### src/rtl/ram_wr_arbiter.sv
// ram_wr_arbiter
//   Round-robin arbiter for the write port (port A) of a 64x8 simple
//   dual-port block RAM, shared by two req/ack write clients. The RAM drive
//   (ena/wea/addra/dina) goes through one register stage.
//
// Optional feature macro: RAM_WR_ARB_STATS_EN
//   defined   -> stat_cnt0/stat_cnt1 count accepted beats (16-bit, saturating)
//   undefined -> stat_cnt0/stat_cnt1 are tied to 0
//
// Ports
//   clk, rst                 clock, asynchronous active-high reset
//   reqN/addrN/dataN/lastN   client N beat request (held until ackN)
//   ackN                     client N beat accepted this cycle (combinational)
//   ram_ena/wea/addr/din     registered RAM port A drive
//   grant_id                 current owner (valid while busy)
//   busy                     a client owns the port
//   stat_cnt0/stat_cnt1      accepted-beat counters
module ram_wr_arbiter #(
  parameter int ADDR_W    = 6,
  parameter int DATA_W    = 8,
  parameter int MAX_BURST = 8
) (
  input  logic              clk,
  input  logic              rst,
  input  logic              req0,
  input  logic [ADDR_W-1:0] addr0,
  input  logic [DATA_W-1:0] data0,
  input  logic              last0,
  output logic              ack0,
  input  logic              req1,
  input  logic [ADDR_W-1:0] addr1,
  input  logic [DATA_W-1:0] data1,
  input  logic              last1,
  output logic              ack1,
  output logic              ram_ena,
  output logic              ram_wea,
  output logic [ADDR_W-1:0] ram_addr,
  output logic [DATA_W-1:0] ram_din,
  output logic              grant_id,
  output logic              busy,
  output logic [15:0]       stat_cnt0,
  output logic [15:0]       stat_cnt1
);

  localparam logic [7:0] MAX_BURST_C = 8'(MAX_BURST);

  typedef enum logic [1:0] {
    IDLE = 2'd0,
    OWN0 = 2'd1,
    OWN1 = 2'd2
  } state_t;

  state_t            state_q, state_d;
  logic              rr_q, rr_d;
  logic [7:0]        burst_cnt_q, burst_cnt_d;
  logic [7:0]        burst_inc;
  logic              grant_id_q, grant_id_d;
  logic              ram_ena_q, ram_ena_d;
  logic [ADDR_W-1:0] ram_addr_q, ram_addr_d;
  logic [DATA_W-1:0] ram_din_q, ram_din_d;
  logic              acc0, acc1;
  logic              release_own;

  // Arbitration FSM: next state, burst counter, rr pointer, acks.
  always_comb begin
    state_d     = state_q;
    rr_d        = rr_q;
    burst_cnt_d = burst_cnt_q;
    grant_id_d  = grant_id_q;
    acc0        = 1'b0;
    acc1        = 1'b0;
    release_own = 1'b0;
    burst_inc   = burst_cnt_q + 8'd1;

    unique case (state_q)
      IDLE: begin
        // On a tie the client that did not own the port last wins.
        if (req0 && req1) begin
          if (rr_q) begin
            state_d    = OWN0;
            grant_id_d = 1'b0;
          end else begin
            state_d    = OWN1;
            grant_id_d = 1'b1;
          end
        end else if (req0) begin
          state_d    = OWN0;
          grant_id_d = 1'b0;
        end else if (req1) begin
          state_d    = OWN1;
          grant_id_d = 1'b1;
        end
      end

      OWN0: begin
        if (req0) begin
          acc0        = 1'b1;
          burst_cnt_d = burst_inc;
          release_own = last0 || (burst_inc == MAX_BURST_C);
        end else begin
          release_own = 1'b1;
        end
        if (release_own) begin
          rr_d        = 1'b0;
          burst_cnt_d = '0;
          // Hand over directly when the other client is waiting.
          if (req1) begin
            state_d    = OWN1;
            grant_id_d = 1'b1;
          end else begin
            state_d = IDLE;
          end
        end
      end

      OWN1: begin
        if (req1) begin
          acc1        = 1'b1;
          burst_cnt_d = burst_inc;
          release_own = last1 || (burst_inc == MAX_BURST_C);
        end else begin
          release_own = 1'b1;
        end
        if (release_own) begin
          rr_d        = 1'b1;
          burst_cnt_d = '0;
          if (req0) begin
            state_d    = OWN0;
            grant_id_d = 1'b0;
          end else begin
            state_d = IDLE;
          end
        end
      end

      default: begin
        state_d     = IDLE;
        burst_cnt_d = '0;
      end
    endcase
  end

  // RAM drive: strobe for one cycle after an accepted beat, address and
  // data hold their last value otherwise.
  always_comb begin
    ram_ena_d  = acc0 || acc1;
    ram_addr_d = ram_addr_q;
    ram_din_d  = ram_din_q;
    if (acc0) begin
      ram_addr_d = addr0;
      ram_din_d  = data0;
    end else if (acc1) begin
      ram_addr_d = addr1;
      ram_din_d  = data1;
    end
  end

  always_ff @(posedge clk or posedge rst) begin
    if (rst) begin
      state_q     <= IDLE;
      rr_q        <= 1'b1;
      burst_cnt_q <= '0;
      grant_id_q  <= 1'b0;
      ram_ena_q   <= 1'b0;
      ram_addr_q  <= '0;
      ram_din_q   <= '0;
    end else begin
      state_q     <= state_d;
      rr_q        <= rr_d;
      burst_cnt_q <= burst_cnt_d;
      grant_id_q  <= grant_id_d;
      ram_ena_q   <= ram_ena_d;
      ram_addr_q  <= ram_addr_d;
      ram_din_q   <= ram_din_d;
    end
  end

  assign ack0     = acc0;
  assign ack1     = acc1;
  assign ram_ena  = ram_ena_q;
  assign ram_wea  = ram_ena_q;
  assign ram_addr = ram_addr_q;
  assign ram_din  = ram_din_q;
  assign grant_id = grant_id_q;
  assign busy     = (state_q != IDLE);

`ifdef RAM_WR_ARB_STATS_EN
  logic [15:0] stat_cnt0_q, stat_cnt0_d;
  logic [15:0] stat_cnt1_q, stat_cnt1_d;

  always_comb begin
    stat_cnt0_d = stat_cnt0_q;
    stat_cnt1_d = stat_cnt1_q;
    if (acc0 && (stat_cnt0_q != '1)) stat_cnt0_d = stat_cnt0_q + 16'd1;
    if (acc1 && (stat_cnt1_q != '1)) stat_cnt1_d = stat_cnt1_q + 16'd1;
  end

  always_ff @(posedge clk or posedge rst) begin
    if (rst) begin
      stat_cnt0_q <= '0;
      stat_cnt1_q <= '0;
    end else begin
      stat_cnt0_q <= stat_cnt0_d;
      stat_cnt1_q <= stat_cnt1_d;
    end
  end

  assign stat_cnt0 = stat_cnt0_q;
  assign stat_cnt1 = stat_cnt1_q;
`else
  assign stat_cnt0 = '0;
  assign stat_cnt1 = '0;
`endif

endmodule

### config.mk
export PLATFORM = sky130hd
export DESIGN_NAME = ram_wr_arbiter
export DESIGN_NICKNAME = d
export VERILOG_FILES = /design/src/rtl/ram_wr_arbiter.sv
export SDC_FILE = /design/constraint.sdc
export NUM_CORES = 1
export LEC_CHECK = 0
export ABC_AREA = 0
export CORE_MARGIN = 2
export CORE_UTILIZATION = 36
export CTS_CLUSTER_DIAMETER = 150
export DETAILED_ROUTE_END_ITERATION = 10
export GPL_TIMING_DRIVEN = 1
export PLACE_DENSITY = 0.77
export SETUP_SLACK_MARGIN = 0.1
export SLEW_MARGIN = 20
export SYNTH_ARGS = -nofsm -noshare
export SYNTH_HDL_FRONTEND = slang
export SYNTH_SLANG_ARGS = --single-unit
### constraint.sdc
create_clock -name clk -period 1.6 [get_ports clk]
set_input_delay 0.48 -clock clk [delete_from_list [all_inputs] [get_ports clk]]
set_output_delay 0.48 -clock clk [all_outputs]
set_load 0.02 [all_outputs]
* Yosys cells after proc, flatten, opt, wreduce, memory -nomap -nowiden
Cells that the tools add are included.
** Operators by class
- Equal/unequal tests :: 9
- Muxes and demuxes :: 37
- Bitwise gates (word level) :: 1
- $add $sub $neg :: 1
- Reduce and logical (&&, ||, !) cells :: 13
** Operator list (count)
- $mux 8 :: 6
- $pmux 8 s3 :: 1
- $mux 1 :: 18
- $mux 2 :: 7
- $mux 6 :: 2
- $reduce_and 3->1 :: 3
- $add 8x1->8 const B :: 1
- $eq 8x4->1 const B :: 1
- $ne 2x2->1 const B :: 3
- $ne 3x3->1 const B :: 2
- $pmux 2 s3 :: 1
- $reduce_bool 2->1 :: 3
- $ne 4x4->1 const B :: 1
- $reduce_and 4->1 :: 1
- $logic_or 1x1->1 :: 3
- $pmux 1 s3 :: 1
- $reduce_bool 3->1 :: 1
- $eq 2x1->1 const B :: 1
- $eq 2x2->1 const B :: 1
- $logic_not 2->1 :: 1
- $pmux 1 s2 :: 1
- $logic_and 1x1->1 :: 1
- $not 1->1 :: 1
** Word-level totals
- Register bits :: 27
- Word-level logic and storage cells :: 68
- Output and inout bits :: 52
- Input port bits :: 34

* Depth between registers and ports, before layout
Gate-level depths: netlist of the first run.
- Depth in word-level cells :: 7
- Depth in mapped cells :: 8
- Depth with buffers taken out :: 7

* Worst setup path after synthesis of the first run
Ideal clock, no wire load.
- Path kind :: register to output
- From :: reg state_q[0]
- To :: out ack1
- Buffers on the path :: 1
- Slack :: -0.242 ns
- Required time :: 1.120 ns
- Stages on the path, launching flop included :: 6
- Arrival time :: 1.362 ns
- Cells stage by stage :: dfrtp_1 -> inv_1 -> ha_1 -> nand2_1 -> buf_2 -> inv_1
** On the way
- Cells in the longest elaborated chain, start to end :: 2
** RTL lines
- start: declaration :: line 53 : state_t state_q, state_d;
- start signal: assignment :: line 168 : state_q <= state_d;
- $eq 2x2->1 :: line 75 : unique case (state_q)
- $mux 1 :: line 75
- end: declaration :: line 34 : output logic ack1,
Every way passes these cells.

* Worst setup path after layout of the first run
- From :: reg state_q[0]
- To :: reg grant_id_q, in the netlist grant_id
** On the way
- Cells in the longest elaborated chain, start to end :: 3
- Elaborated cells between the ends (all ways) :: 9
- Those cells by class :: eq/ne (5); mux (1); reduce/logical (3)
** RTL lines
- $eq 2x2->1, or another cell as far along :: line 75
- $ne 2x2->1 (no source line) or $reduce_bool 3->1 (tied branches)
- $reduce_and 4->1 (no source line)
- end signal: assignment :: line 171 : grant_id_q <= grant_id_d;
- end: declaration :: line 57 : logic grant_id_q, grant_id_d;
Parallel ways exist; a longest one is shown, timed or not.
A chain may end at the register's enable or synchronous reset.

==> results of run 1 <==
[worst paths after layout]
path / cells after the start / slack (ns) / end
max: 7 / -0.16 / grant_id
min: 3 / 0.52 / ram_addr[1]
max reg2reg: 7 / -0.16 / grant_id
min reg2reg: 1 / 0.54 / burst_cnt_q[0]
max in group asynchronous: 3 / 0.84 / rr_q
min in group clk: 1 / 0.54 / burst_cnt_q[0]
[timing repair]
item,in CTS,in global routing
setup buffers,7,2
endpoints found under the setup margin,34,33
gates resized for setup,71,17
pin swaps,12,6
hold buffers,0,0
gates cloned,0,0
[synth_stat cells (2+ instances only)]
cell,instances
nand4_1,2
dfrtp_1,26
nand3_1,4
clkbuf_1,3
a21oi_1,4
inv_1,9
mux2i_1,15
buf_4,33
and3b_1,2
nand2_1,26
a22o_1,3
ha_1,6
o21ai_0,27
or2_1,2
buf_2,3
nor2_1,6
[per-layer routing]
metal | share of wire | global-route usage | routed length, um | vias up
met1 | 0.43 | 0.1908 | 1798 | 708
met4 | 0.012 | 0.03909 | 49 | 0
met2 | 0.48 | 0.2783 | 2018 | 79
met3 | 0.084 | 0.03039 | 353 | 6
li1 | - | - | - | 741
met5 | 0 | 0 | 0 | -
[cell families after synthesis]
group	Yosys count
AO/OA/AOI/OAI	40
XOR/XNOR	1
adder cells (fa/ha/maj)	6
buffers and inverters	48
flip-flops	27
multiplexers	16
other	1
AND/OR/NAND/NOR	50
[final cells by class]
class | instances | share of cell area
Clock buffer | 3 | 0.01557
Clock inverter | 1 | 0.002830
Inverter | 9 | 0.01274
Multi-Input combinational cell | 145 | 0.3783
Sequential cell | 27 | 0.2552
Tap cell | 54 | 0.02547
Timing Repair Buffer | 86 | 0.3099
[sequential cells by signal (all words and copies together), names as in the netlist]
register     count
burst_cnt_q      8
ram_din          8
rr_q             1
ram_ena          1
grant_id         1
ram_addr         6
state_q          2
[metrics by stage]
step	instances	cell area, sq um	setup TNS (ns)
final	325	2653	-1.532
after global routing	325	2653	-2.317
after CTS	323	2582	-1.149
after detailed placement	312	2381	-10.61
after global placement	312	2381	-10.17
after floorplan	220	1893	-0.1173
[report_power, final]
part	total [mW]	leakage, nW	internal, mW	switching (mW)
Sequential	1.07	0.345	0.931	0.141
Clock	0.402	0.0217	0.177	0.225
Combinational	2.18	0.943	1.07	1.11
Total	3.66	1.31	2.18	1.47
[tightest hold or removal path: stages]
cell             delay [ns]
clkdlybuf4s50_1        0.40
inv_1                  0.09
buf_12                 0.19
==> results.md, run 1 <==
- Worst slack, placed: -0.7363 ns
- WHS: between 0.5 and 0.6 ns
- Gpl congestion: roughly 0.87
- Final nets: approximately 310
- EDFF count, synth: 0
- Crit-path leading delay family: flip-flops
- I/O Buffers: 53
- Detailed Place HPWL: between 2000 and 3000 um
- Final Cycle Share: 1.102
- Yosys top cell area share: 0.3796
- Async set-or-reset flop fraction in the synthesized netlist: 1.000
- Main synth FF type: dfrtp_1
- Filler cells: ~400
- Yosys warning count: 0
- DR vias/cell: 4.720
- Worst IR Drop VDD: between 0.4 and 0.5 mV
- Top fanout value on the critical path: 4
- Pre-Repair DR Iteration Count: 4
- Largest family of logic cells by synthesized area: buffers and inverters
- Via count: between 1500 and 2000
- CP max-delay cell: dfrtp_1
- Routed WL: between 4000 and 5000 um
- Max-cap violation count: 0
- Initial antenna violation count: 0
- Crit Path Category: flop to flop
- Share of cells above drive strength 1: 0.2620
- Register bit count reported by yosys: 27
- Worst EP arrival: 1.93 ns
- Die Footprint: about 5300 sq um
- CP Capture Type: flop
- PnR Total Power: ~3.7 mW
- Final clock skew: approximately 0.0067 ns
- Final slew viol count: 0
- Reg clk slew, reported paths: about 0.1 ns
- Mapped Cells: approximately 190
- Register Area: about 680 sq um
- Setup crit start: state_q[0]
- Total CTS buffers: 3
- Crit start category: flop
- Slowest Stage Delay on Critical Path: approximately 0.43 ns
- RSZ-0062 raised after global routing: yes
- Clock sink total: 27
- Grt total ovfl: 0
- Endpoints failing hold: 0
- Row count: 25
- Clock tree buffer depth: 2
- Leakage power: 1.310 nW
- WL/cell: around 13 um
- Hold WC Path Type: input pin to asynchronous set/reset pin
- Req. time, crit path: around 1.8 ns
- Min cycle time layout: between 1.5 and 2 ns
- Netlist cell types: 34
- First-pass GRT wire length: between 6000 and 7000 um
- Vias in the first global route: around 1400
- Commonest non-fill, non-tap cell in the layout: conb_1
- Pwr Density: about 1400 nW/um^2
- Status: finished with violations
- Post-synthesis average cell area: about 9.1 sq um
- Area grow syn2layout: 54.74%
- CTS tree: done
- Mux contribution to synthesized area: 0.09635
- Post-synthesis compound-gate area fraction: 0.1394
- Die height: between 70 and 80 um
- Max Clock Freq: 567.0 MHz
- Largest net degree at the start of global routing: 29
- CP Cell Sequence: inv_2 > ha_4 > and3b_2 > buf_6 > o2bb2ai_4 > nand2_2 > mux2_4
- Final ANT Viol Nets: 0
- Register area share after synthesis: 0.3949
- Setup Viol. Count Final: 15
- Multi-input logic area: between 1000 and 1500 sq um
- Remaining DRCs: 0
- Number of diodes: 0
- H-tree levels: 1
- Num ports: 86
- Die X: 73.01 um
- Post-layout util: 0.5691
- GRT Resource Usage Total: 0.1557
- Root Buffer: clkbuf_8
- Placeable core area: 4661 sq um
- Bufs and invs on worst path: 2
- Clk Latency, worst-skew pair: 0.28 ns
- 1st-iter DRT viols: 84
- Worst r2r src: state_q[0]
- Ranking of synthesized cells by area: dfrtp_1, buf_4, mux2i_1
- Simple-gate share of the synthesized area: 0.1387
- Post-Synth Adder-Cell Area: 0.04380
- Most frequent cells in the layout: conb_1, clkdlybuf4s50_1, dfrtp_1, nand2_1, buf_4
- Post-synthesis cell area: 1714 sq um
- Synth area leader: dfrtp_1
- Initial core utilization: 0.3678
- Failing checks: setup timing
- Worst setup margin: -0.1637 ns
- XOR/XNOR Fraction of Synth Area: 0.005109
(Power assumes the default switching activity.)
==> run 2, diff against run 1 <==
--- a/config.mk
+++ b/config.mk
@@ -6,10 +6,13 @@
 export NUM_CORES = 1
 export LEC_CHECK = 0
 export ABC_AREA = 0
+export CELL_PAD_IN_SITES_DETAIL_PLACEMENT = 1
+export CELL_PAD_IN_SITES_GLOBAL_PLACEMENT = 2
 export CORE_MARGIN = 2
-export CORE_UTILIZATION = 36
+export CORE_UTILIZATION = 20
 export CTS_CLUSTER_DIAMETER = 150
 export DETAILED_ROUTE_END_ITERATION = 10
+export GPL_ROUTABILITY_DRIVEN = 0
 export GPL_TIMING_DRIVEN = 1
 export PLACE_DENSITY = 0.77
 export SETUP_SLACK_MARGIN = 0.1
@@ -17,3 +20,4 @@
 export SYNTH_ARGS = -nofsm -noshare
 export SYNTH_HDL_FRONTEND = slang
 export SYNTH_SLANG_ARGS = --single-unit
+export TNS_END_PERCENT = 30
==> run 2 against run 1 <==
- the flow still finishes with violations (setup timing)
- die area grew 75%
- global-route usage shrank 5.0 points
- non-clock buffer count grew 2
- critical path depth shrank 1
- sequential power is essentially flat
- largest power group unchanged
==> results.md, run 2 (synthesized netlist as in run 1, its figures left out) <==
- Setup crit start: state_q[1]
- Bufs and invs on worst path: 1 (-1)
- Die height: 96.58 um (+32%)
- Switching fraction of total power: 0.4150 (+0.01171)
- Switching power: 1.525 mW (+3.4%)
- Pre-Repair DR Iteration Count: 4 (unchanged)
- GR Util met2: 0.1927 (-0.08557)
- GRT Resource Usage Total: 0.1061 (-0.04960)
- Detailed Place HPWL: 3644 um (+26%)
- Reg power frac: 0.300 (+0.007)
- Crit-path leading delay family: simple AND/OR/NAND/NOR gates
- Hold Buf Count CTS: 0 (unchanged)
- Worst EP arrival: 1.93 ns (about the same)
- Commonest non-fill, non-tap cell in the layout: conb_1
- Hold WC Path Type: input pin to asynchronous set/reset pin
- Filler cells: 985 (+150%)
- Gate power share: 0.586 (-0.011)
- Clock sink total: 27 (unchanged)
- Worst slack, placed: -0.6587 ns (+0.07764 ns)
- Most frequent cells in the layout: conb_1, clkdlybuf4s50_1, buf_4, dfrtp_1, nand2_1
- Crit path depth: 6 (-1)
- Setup Viol. Count Final: 15 (unchanged)
- Max Clock Freq: 569.6 MHz (+0.46%)
- Post-layout util: 0.3270 (-0.2422)
- Crit start category: flop
- Clock network power share: 0.114 (+0.004)
- Die Footprint: 9328 sq um (+75%)
- Status: finished with violations
- 1st-iter DRT viols: 41 (-51%)
- WL/cell: 12.98 um (about the same)
- Share of cells above drive strength 1: 0.2857 (+0.02372)
- Final ANT Viol Nets: 0 (unchanged)
- Final slew viol count: 0 (unchanged)
- CP Capture Type: flop
- Number of diodes: 0 (unchanged)
- Pwr Density: 1361 nW/um^2 (-1.3%)
- R2R setup slack: -0.16 ns (about the same)
- DR vias/cell: 4.148 (-12%)
- Inst Count DP: 363 (+16%)
- Endpoints failing hold: 0 (unchanged)
- First-pass GRT wire length: 7631 um (+17%)
- Grt total ovfl: 0 (unchanged)
- Largest net degree at the start of global routing: 29 (unchanged)
- Placeable core area: 8258 sq um (+77%)
- Area grow syn2layout: 57.52%
- Routed WL: 4908 um (+16%)
- Initial core utilization: 0.2076 (-0.1602)
- Crit Path Category: flop to flop
- Min cycle time layout: 1.756 ns (-0.008049 ns)
- Failing checks: setup timing
- H-tree levels: 1 (unchanged)
- Non-Filler Instances: 378 (+16%)
- Clk Latency, worst-skew pair: 0.28 ns (about the same)
- CTS tree: done
- Slowest Stage Delay on Critical Path: 0.45 ns (+0.02 ns)
- Num ports: 86 (unchanged)
- Max-cap violation count: 0 (unchanged)
- Final clock skew: 0.003785 ns (-0.002926 ns)
- Setup crit end: burst_cnt_q[1]
- Leakage power: 1.304 nW (-0.40%)
- Via count: 1568 (+2.2%)
- GR Util met1: 0.1265 (-0.06431)
- Initial antenna violation count: 0 (unchanged)
- I/O Buffers: 53 (unchanged)
- Total CTS buffers: 3 (unchanged)
- Final nets: 314 (+0.64%)
- Remaining DRCs: 0 (unchanged)
- Worst r2r src: state_q[1]
- Depth of the most critical reg-to-reg path: 6 (-1)
- RSZ-0062 raised after global routing: yes
- Req. time, crit path: 1.78 ns (about the same)
- Met3 Use GR: 0.01784 (-0.01254)
- Die X: 96.58 um (+32%)
- Reg clk slew, reported paths: 0.10 ns (about the same)
- Final Cycle Share: 1.097 (-0.005031)
- Cell Int Power: 2.149 mW (-1.5%)
- Vias in the first global route: 1574 (+9.1%)
- CP Cell Sequence: buf_6 > ha_4 > and3b_2 > or2_4 > and2_4 > a32o_1
- Worst setup margin: -0.1556 ns (+0.008049 ns)
- Worst IR Drop VDD: 0.3407 mV (-30%)
- Root Buffer: clkbuf_8
- CP max-delay cell: dfrtp_2
- Top fanout value on the critical path: 6 (+2)
- Worst r2r dst: burst_cnt_q[1]
- Row count: 33 (+32%)
- Clock tree buffer depth: 2 (unchanged)
- Gr busiest metal: met2
## run 2: tightest hold or removal path: stages
cell and delay [ns]:
clkdlybuf4s50_1 0.40, inv_1 0.07, buf_4 0.19
## run 2: cell type report
type                            count  area (sq um)  area share
Tap cell                          105         131.4     0.04866
Timing Repair Buffer               88         797.0      0.2952
Clock inverter                      1         7.507    0.002780
Sequential cell                    27         679.4      0.2516
Clock buffer                        3         41.29     0.01529
Inverter                            9         36.28     0.01344
Multi-Input combinational cell    145          1007      0.3730
## run 2: stage by stage
stage	total power, mW	hold WS (ns)	setup TNS [ns]	cell area (sq um)
finish	3.674	0.5061	-1.567	2700
global route	3.936	0.5373	-2.321	2700
CTS	3.608	0.5055	-1.210	2634
detailed placement	3.095	0.5310	-9.489	2432
global placement	3.029	0.5163	-9.033	2432
floorplan	2.243	0.4911	-0.1174	1893
## run 2: routing by layer
| metal | vias up | wire, um |
|---|---|---|
| li1 | 745 | - |
| met1 | 773 | 2041 |
| met2 | 48 | 2576 |
| met3 | 2 | 235 |
| met4 | 0 | 54 |
| met5 | - | 0 |
## run 2: power groups by stage
stage	Sequential [mW]	Combinational, mW	Clock (mW)
3_5_place_dp	1.12	1.97	0
3_3_place_gp	1.10	1.93	0
4_1_cts	1.09	2.08	0.436
2_1_floorplan	1.33	0.912	0
6_report	1.10	2.15	0.418
5_1_grt	1.13	2.34	0.457
## run 2: worst min path at each step
| stage | from | cells past startpoint | to | slack (ns) |
|---|---|---|---|---|
| 5_1_grt | rst | 3 | burst_cnt_q[1] | 0.54 |
| 6_report | rst | 3 | burst_cnt_q[0] | 0.51 |
| 2_1_floorplan | burst_cnt_q[6] | 1 | burst_cnt_q[6] | 0.49 |
| 3_5_place_dp | burst_cnt_q[6] | 1 | burst_cnt_q[6] | 0.53 |
| 3_3_place_gp | grant_id | 1 | grant_id | 0.52 |
| 4_1_cts | rst | 3 | burst_cnt_q[1] | 0.51 |
## run 2: timing repair
action,4_1_cts,5_1_grt
gates resized for setup,73,27
pin swaps,11,9
setup endpoints to repair,46,44
setup buffers,8,3
==> run 3, diff against run 2 <==
--- a/config.mk
+++ b/config.mk
@@ -9,12 +9,12 @@
 export CELL_PAD_IN_SITES_DETAIL_PLACEMENT = 1
 export CELL_PAD_IN_SITES_GLOBAL_PLACEMENT = 2
 export CORE_MARGIN = 2
-export CORE_UTILIZATION = 20
+export CORE_UTILIZATION = 22
 export CTS_CLUSTER_DIAMETER = 150
 export DETAILED_ROUTE_END_ITERATION = 10
 export GPL_ROUTABILITY_DRIVEN = 0
 export GPL_TIMING_DRIVEN = 1
-export PLACE_DENSITY = 0.77
+export PLACE_DENSITY = 0.8
 export SETUP_SLACK_MARGIN = 0.1
 export SLEW_MARGIN = 20
 export SYNTH_ARGS = -nofsm -noshare
==> constraint.sdc (replaced) <==
create_clock -name clk -period 1.8 [get_ports clk]
set_input_delay 0.54 -clock clk [delete_from_list [all_inputs] [get_ports clk]]
set_output_delay 0.54 -clock clk [all_outputs]
set_load 0.02 [all_outputs]
==> run 3 against run 2 <==
- the flow still finishes with violations (setup timing)
- flip-flop and latch count unchanged
- first-iteration DRC count unchanged
- design area decreased by 3.4%
- non-clock buffer count decreased by 6
- register-to-register slack improved by 0.13 ns
- utilization increased by 1.4 points
- via count decreased by 1.6%
- worst setup slack improved by 0.13 ns
- critical path depth increased by 1
- global-route usage increased by 0.92 points
- combinational power decreased by 13%
- clock power decreased by 11%
- largest power group unchanged
==> results.md, run 3 (synthesized netlist as in run 1, its figures left out) <==
- Status: finished with violations
- Failing checks: setup timing
- Clock tree buffer depth: 2 (unchanged)
- Final nets: 308 (-1.9%)
- Largest net degree at the start of global routing: 29 (unchanged)
- Commonest non-fill, non-tap cell in the layout: conb_1
- RSZ-0062 raised after global routing: yes
- Final clock skew: 0.01269 ns (+0.008905 ns)
- 1st-iter DRT viols: 41 (unchanged)
- Filler cells: 893 (-9.3%)
- Hold Buf Count CTS: 0 (unchanged)
- Crit start category: flop
- Max-cap violation count: 0 (unchanged)
- Initial antenna violation count: 0 (unchanged)
- Worst r2r src: state_q[0]
- Die Footprint: 8514 sq um (-8.7%)
- Routed WL: 4953 um (+0.92%)
- Row count: 32 (-3.0%)
- Req. time, crit path: 1.97 ns (+0.19 ns)
- Detailed Place HPWL: 3666 um (+0.61%)
- Final Cycle Share: 1.014 (-0.08295)
- Grt total ovfl: 0 (unchanged)
- CP Capture Type: flop
- Remaining DRCs: 0 (unchanged)
- Min cycle time layout: 1.826 ns (+0.07013 ns)
- WL/cell: 13.42 um (+3.4%)
- Area grow syn2layout: 52.19%
- Worst r2r dst: burst_cnt_q[1]
- Root Buffer: clkbuf_8
- Die X: 92.27 um (-4.5%)
- Depth of the most critical reg-to-reg path: 7 (+1)
- First-pass GRT wire length: 7721 um (+1.2%)
- Number of diodes: 0 (unchanged)
- Worst relative slew slack: 0.6645
- Worst Max-Slew Pin Slew: about 0.50 ns
- Placeable core area: 7647 sq um (-7.4%)
- Setup Viol. Count Final: 3 (-12)
- Final setup TNS: -0.06602 ns (+1.501 ns)
- Via count: 1543 (-1.6%)
- Worst slack, placed: -0.5860 ns (+0.07266 ns)
- Crit Path Category: flop to flop
- Reg clk slew, reported paths: 0.11 ns (about the same)
- GRT Resource Usage Total: 0.1153 (+0.009165)
- Pre-Repair DR Iteration Count: 4 (unchanged)
- Final ANT Viol Nets: 0 (unchanged)
- Top fanout value on the critical path: 6 (unchanged)
- Pwr Density: 1228 nW/um^2 (-9.7%)
- Die height: 92.27 um (-4.5%)
- Design Area, Final: 2609 sq um (-3.4%)
- Worst IR Drop VDD: 0.2759 mV (-19%)
- DR vias/cell: 4.182 (+0.81%)
- I/O Buffers: 53 (unchanged)
- Endpoints failing hold: 0 (unchanged)
- Clk Latency, worst-skew pair: 0.28 ns (about the same)
- DP Area: 2392 sq um (-1.6%)
- Clock sink total: 27 (unchanged)
- Initial core utilization: 0.2241 (+0.01657)
- Final slew viol count: 0 (unchanged)
- Vias in the first global route: 1528 (-2.9%)
- Worst setup margin: -0.02575 ns (+0.1299 ns)
- R2R setup slack: -0.03 ns (+0.13 ns)
- Hold WC Path Type: input pin to asynchronous set/reset pin
- H-tree levels: 1 (unchanged)
- Num ports: 86 (unchanged)
- CTS tree: done
- Leakage power: 1.291 nW (-1.0%)
- Max Clock Freq: 547.7 MHz (-3.8%)
- PnR Total Power: 3.204 mW (-13%)
- Worst EP arrival: 2.00 ns (+0.07 ns)
- Share of cells above drive strength 1: 0.2434 (-0.04227)
- Most frequent cells in the layout: conb_1, clkdlybuf4s50_1, dfrtp_1, nand2_1, buf_4
- Total CTS buffers: 3 (unchanged)
-- run 3: cell count changes in the layout (fill, tap and decap cells not counted), moves of 2 or more --
| cell | previous run | this run |
|---|---|---|
| dfrtp_1 | 24 | 26 |
| o21ai_0 | 17 | 20 |
| clkdlybuf4s15_1 | 12 | 0 |
| clkbuf_2 | 3 | 0 |
| buf_4 | 28 | 23 |
| dfrtp_2 | 2 | 0 |
| o21ai_1 | 6 | 3 |
| dlygate4sd2_1 | 4 | 19 |
-- run 3: final cells by class --
type | instances | area (sq um) | share of cell area
multi-input combinational | 145 | 968.4 | 0.3712
sequential | 27 | 676.9 | 0.2595
clock inverter | 1 | 7.507 | 0.002878
timing repair buffer | 82 | 750.7 | 0.2878
tap | 102 | 127.6 | 0.04892
clock buffer | 3 | 41.29 | 0.01583
inverter | 9 | 36.28 | 0.01391
-- run 3: report_power, final --
group          switching [mW]  internal, mW  leakage, nW  total (mW)
sequential              0.130         0.828        0.345       0.958
combinational           0.986         0.889        0.925        1.88
clock                   0.213         0.158       0.0217       0.371
-- run 3: repair_timing --
item	CTS	global route
pin swaps	12	10
gates resized for setup	71	10
cloned	0	0
buffers inserted	3	3
endpoints found under the setup margin	32	15
-- run 3: stage by stage --
step,utilization,cells,hold slack (ns)
CTS,0.3331,366,0.5066
detailed placement,0.3128,359,0.5370
global route,0.3411,369,0.5203
finish,0.3411,369,0.4933
global placement,0.3128,359,0.5197
floorplan,-,220,0.4911
-- run 3: worst max-delay path by stage --
stage	startpoint	to	slack, ns	cells past startpoint
after floorplan	state_q[0]	burst_cnt_q[1]	0.08	7
after global placement	req0	ack0	-0.61	4
after detailed placement	req0	ack0	-0.59	4
after CTS	state_q[1]	ack0	-0.03	5
after global routing	state_q[0]	burst_cnt_q[1]	-0.07	7
final	state_q[0]	burst_cnt_q[1]	-0.03	7
-- run 3: per-layer routing --
layer  routed length (um)  track usage
met5                    0            0
met4                   77      0.04478
met3                  175     0.009860
met2                 2604       0.2047
met1                 2095       0.1444
-- run 3: critical path, stage by stage (launching register included) --
cell and delay, ns:
dfrtp_1 0.41, buf_6 0.13, ha_4 0.17, buf_6 0.11
and3b_2 0.23, or2_1 0.26, and2_4 0.18, a32o_1 0.22
